[src/rtl/reg_file_pkg.sv]
// Shared types and default sizing for the multi-port integer register file.
package reg_file_pkg;

   typedef enum logic {
      CLEAR = 1'b0,
      READY = 1'b1
   } rf_state_e;

   localparam int XLEN_DEF     = 32;
   localparam int NUM_REGS_DEF = 32;

   typedef logic [$clog2(NUM_REGS_DEF)-1:0] rf_addr_t;

endpackage

[src/rtl/reg_file_clear_fsm.sv]
// Clear-sweep controller: walks every register index once after reset or on
// request, then holds READY until the next reset or clear request.
module reg_file_clear_fsm
   import reg_file_pkg::*;
#(
   parameter int NUM_REGS = NUM_REGS_DEF,
   parameter int AW       = $clog2(NUM_REGS)
) (
   input  logic          clk,
   input  logic          rst,
   input  logic          clr,
   output logic          ready,
   output logic          clear_we,
   output logic [AW-1:0] clear_idx
);

   rf_state_e     state_reg;
   rf_state_e     state_next;
   logic [AW-1:0] idx_reg;
   logic [AW-1:0] idx_next;

   always_ff @(posedge clk) begin
      if (rst) begin
         state_reg <= CLEAR;
         idx_reg   <= '0;
      end else begin
         state_reg <= state_next;
         idx_reg   <= idx_next;
      end
   end

   always_comb begin
      state_next = state_reg;
      idx_next   = idx_reg;
      case (state_reg)
         CLEAR: begin
            // A clear request mid-sweep restarts from the bottom.
            if (clr) begin
               idx_next = '0;
            end else if (idx_reg == AW'(NUM_REGS - 1)) begin
               state_next = READY;
               idx_next   = '0;
            end else begin
               idx_next = idx_reg + AW'(1);
            end
         end
         READY: begin
            if (clr) begin
               state_next = CLEAR;
               idx_next   = '0;
            end
         end
         default: begin
            state_next = CLEAR;
            idx_next   = '0;
         end
      endcase
   end

   assign ready     = (state_reg == READY);
   assign clear_we  = (state_reg == CLEAR);
   assign clear_idx = idx_reg;

endmodule

[src/rtl/register_file_mp.sv]
// Multi-port register file: NUM_RD combinational reads, two prioritised
// write ports (port 1 wins), optional same-cycle bypass and a clear sweep.
module register_file_mp
   import reg_file_pkg::*;
#(
   parameter int XLEN     = XLEN_DEF,
   parameter int NUM_REGS = NUM_REGS_DEF,
   parameter int NUM_RD   = 2,
   parameter int BYPASS   = 1,
   parameter int ZERO_REG = 1
) (
   input  logic                                     clk,
   input  logic                                     rst,
   input  logic                                     clr,
   input  logic [1:0]                               wr_en,
   input  logic [1:0][$clog2(NUM_REGS)-1:0]         wr_reg,
   input  logic [1:0][XLEN-1:0]                     wr_data,
   input  logic [NUM_RD-1:0][$clog2(NUM_REGS)-1:0]  rd_reg,
   output logic [NUM_RD-1:0][XLEN-1:0]              rd_data,
   output logic                                     ready
);

   localparam int AW = $clog2(NUM_REGS);

   logic [XLEN-1:0] mem_reg [NUM_REGS];
   logic            clear_we;
   logic [AW-1:0]   clear_idx;
   logic [1:0]      wr_commit;

   reg_file_clear_fsm #(
      .NUM_REGS (NUM_REGS),
      .AW       (AW)
   ) u_clear_fsm (
      .clk       (clk),
      .rst       (rst),
      .clr       (clr),
      .ready     (ready),
      .clear_we  (clear_we),
      .clear_idx (clear_idx)
   );

   // A write commits only in READY, never in a reset cycle, and never to a
   // hardwired register 0.  Bypass uses the same qualifier.
   genvar gi;
   generate
      for (gi = 0; gi < 2; gi++) begin : g_wr
         assign wr_commit[gi] = wr_en[gi] & ready & ~rst &
                                ~((ZERO_REG != 0) && (wr_reg[gi] == '0));
      end
   endgenerate

   // Port 1 is applied last so it wins a same-register collision.
   always_ff @(posedge clk) begin
      if (clear_we) begin
         mem_reg[clear_idx] <= '0;
      end else begin
         if (wr_commit[0]) begin
            mem_reg[wr_reg[0]] <= wr_data[0];
         end
         if (wr_commit[1]) begin
            mem_reg[wr_reg[1]] <= wr_data[1];
         end
      end
   end

   generate
      for (gi = 0; gi < NUM_RD; gi++) begin : g_rd
         logic [XLEN-1:0] rd_val;

         always_comb begin
            rd_val = '0;
            if (ready) begin
               rd_val = mem_reg[rd_reg[gi]];
               if (BYPASS != 0) begin
                  if (wr_commit[0] && (wr_reg[0] == rd_reg[gi])) begin
                     rd_val = wr_data[0];
                  end
                  if (wr_commit[1] && (wr_reg[1] == rd_reg[gi])) begin
                     rd_val = wr_data[1];
                  end
               end
               if ((ZERO_REG != 0) && (rd_reg[gi] == '0)) begin
                  rd_val = '0;
               end
            end
         end

         assign rd_data[gi] = rd_val;
      end
   endgenerate

endmodule

[config.mk]
export PLATFORM = sky130hd
export DESIGN_NAME = register_file_mp
export DESIGN_NICKNAME = d
export VERILOG_FILES = /design/src/rtl/reg_file_pkg.sv /design/src/rtl/reg_file_clear_fsm.sv /design/src/rtl/register_file_mp.sv
export SDC_FILE = /design/constraint.sdc
export NUM_CORES = 2
export LEC_CHECK = 0
export CORE_MARGIN = 3
export CORE_UTILIZATION = 35
export DETAILED_ROUTE_END_ITERATION = 10
export GPL_TIMING_DRIVEN = 0
export SETUP_SLACK_MARGIN = 0.02
export SYNTH_ARGS = -nofsm -noshare
export SYNTH_HDL_FRONTEND = slang
export SYNTH_SLANG_ARGS = --single-unit
export TNS_END_PERCENT = 5
[constraint.sdc]
create_clock -name clk -period 3.75 [get_ports clk]
set_input_delay 0.5625 -clock clk [delete_from_list [all_inputs] [get_ports clk]]
set_output_delay 0.5625 -clock clk [all_outputs]
set_load 0.01 [all_outputs]
==> impl_metrics.toml <==
[sta]
tns_ns = -10.52
fin_skew_ns = 0.0337
rsz0062_at_grt = "true"
relSlewSlack_pct = 0.518
finalSetupViolations = 200
fin_crit_sh_pct = 106
worst_pin_slew_ns = 1.49
fin_ws_ns = -0.216
report.final.slew_viol_count = 0
finalHoldViolations = 0
min_period_ns = 3.97
timing.fmax_mhz = 252

[floorplanning]
core-area_um2 = 172000
die_y_um = 423
rows = 152
initial_core_util_pct = 35.3
die_x_um = 423
design.die.area_um2 = 179000
io_pins = 154

[job]
drv_cap = 1

[synthesis]
async_flop_share_pct = 0
post-synth-top-area-cell = "edfxtp_1"
synth_edf_count = 1024
netlist.area_leader.share_pct = 50.6
synth_commonest_cells = "1,074 x nand2_1, 1,056 x o21ai_0, 1,024 x edfxtp_1"
yosysMostFrequentCell = "nand2_1"
seq_area_frac_synth_pct = 50.8
ys_ff_latch = 1030
synth_ff_type = "edfxtp_1"
synth_fp_nets = 5467
synth_cell_types = 54
yosysWarnings = 0
syn_avg_cell_area_um2 = 11.3
synth.area.top_cells = "edfxtp_1 51%, mux4_2 14%, o21ai_0 8.7%"
netlist_area_um2 = 60800
synth_cells = 5376

[drt]
wl_per_cell_um = 36.1
num_vias = 52275
wl_met3_um = 35700
drc = 0
viasPerCell = 6.48
top_layer = "met5"
routed_wl_um = 291000
firstDrtPassIters = 9
route.met2.wl_um = 124000
drt-initial-drc-count = 8358
met1_length_um = 102000
antenna_left = 0

[finish]
nets = 5738
n_fill_cell = 16452
synthToLayoutAreaGrowth_pct = 17.4
fin_util_pct = 41.4
post_route_cells_drive_above_1_share_pct = 21.7
final_area_um2 = 71300
largest_reg_flops = 1024
fin_cells = 8062

[global_routing]
antenna_found_initial = 14
grt_pass1_wl_um = 393000
gr-total-overflow = 0
grt_max_degree = 26
grt_pass1_vias = 49944
grt.total_usage_pct = 31.6

[worst_setup_path]
critPathArrivalTime_ns = 3.40
worst-path-max-fanout = 10
worstSetupStartpointType = "input port"
crit_required_ns = 3.19
end_kind = "primary output"
worstSetupPathType = "in -> out"

[clocking]
cts-root-buf = "clkbuf_16"
cts_tree = "done"
cts_buffer_depth = 3
cts_sinks = 1030
numCtsBuffers = 114
cts_hold_buf = 0
insertion_delay_ns = 0.79
htreeDepth = 3
path_clk_slew_ns = 0.06

[pwr]
vdd_drop_max_mv = 0.398
power.internal_mw = 19.3
clockPowerShare_pct = 43.0
p_sw_mw = 6.77
p_leak_nw = 25.4
netSwitchingFraction_pct = 25.9
p_comb_share_pct = 8.9
p_per_area_nw_per_um2 = 366
seqPwrFrac_pct = 48.1

[run_status]
violations = "capacitance limit, setup timing"
status = "finished, violations left"

[hold_path]
hold_path.class = "in -> reg"

[place]
gp_congestion = 1.04
dp.cells = 7827
port_buffers = 109
dpl_cell_area_um2 = 65800
post-place-ws_ns = -2.73
dpl.hpwl_um = 223000
critical path, cell delays in order:
cell and delay [ns]:
buf_4 0.23, buf_4 0.27, nand2b_1 0.34, clkbuf_2 0.43
o22ai_1 0.27, o22ai_1 0.16, a31o_2 0.29, o21ai_4 0.47
dlygate4sd2_1 0.34
cell type report:
cell class | instances | area (um^2) | area share [%]
plain buffers | 695 | 3700 | 5.20
clock inverters | 70 | 509 | 0.714
well taps | 2310 | 2890 | 4.05
diodes | 9 | 22.5 | 0.0316
repair buffers | 160 | 1840 | 2.58
clock buffers | 142 | 3020 | 4.24
flip-flops and latches | 1030 | 30900 | 43.3
multi-input cells | 3610 | 28300 | 39.7
inverters | 36 | 138 | 0.193
layer usage:
metal	global-route usage [%]	vias up
met5	0	-
met4	25.7	12
met3	9.08	1064
met2	46.1	4205
met1	38.9	26064
li1	-	20930
per-stage QoR:
stage	power (mW)	hold slack [ns]
finish	26.1	0.361
global route	26.5	0.335
CTS	25.9	0.333
detailed placement	14.9	0.519
global placement	14.9	0.508
floorplan	13.9	0.484
path summary, 6_finish.rpt:
kind                                    startpoint                               endpoint  slack [ns]  depth (start not counted)
max                                      rd_reg[7]                            rd_data[53]       -0.22                          9
min                                    wr_data[54]               mem_reg[1][22]$_DFFE_PP_        0.36                          3
max reg2reg           u_clear_fsm.ready$_SDFF_PP0_               mem_reg[23][3]$_DFFE_PP_       -0.13                          8
min reg2reg  u_clear_fsm.clear_idx[3]$_SDFFE_PP0P_  u_clear_fsm.clear_idx[3]$_SDFFE_PP0P_        0.53                          2
cells by family after synthesis:
logic type	share of synthesized area [%]
fa+ha+maj	0.0412
xor+xnor	0.288
compound gates	14.1
mux	20.9
buf+inv	4.90
simple gates	8.94
flops	50.8
cells in the final DEF, fill, tap and decap left out, types with 31 or more instances in the layout:
cell type / n
nand2_1: 1073
o21ai_0: 1031
edfxtp_1: 1024
clkbuf_1: 463
mux4_2: 383
mux2i_1: 197
mux2_2: 188
clkbuf_16: 119
a22oi_1: 96
clkbuf_2: 91
o22ai_1: 85
nand3_1: 61
buf_4: 54
dlygate4sd2_1: 44
nand2b_1: 40
buf_12: 39
clkdlybuf4s50_1: 37
inv_1: 35
clkinv_1: 35
clkbuf_4: 33
nor2b_1: 33
buf_2: 32
a221oi_1: 32
a32oi_1: 32
nor2_1: 31
o21ai_4: 31
o21bai_4: 31
power groups by stage:
stage / combinational (mW) / clock (mW) / sequential (mW)
floorplan: 1.13 / 0 / 12.8
global placement: 2.06 / 0 / 12.8
detailed placement: 2.10 / 0 / 12.8
CTS: 2.22 / 11.1 / 12.5
global route: 2.32 / 11.6 / 12.5
finish: 2.32 / 11.2 / 12.5
repair_timing:
| action | CTS | global route |
|---|---|---|
| setup buffers | 18 | 0 |
| pin swaps | 38 | 7 |
| setup endpoints to repair | 1328 | 388 |
| cloned | 1 | 0 |
| gates resized for setup | 677 | 60 |
Power figures use the tool's default switching activity.
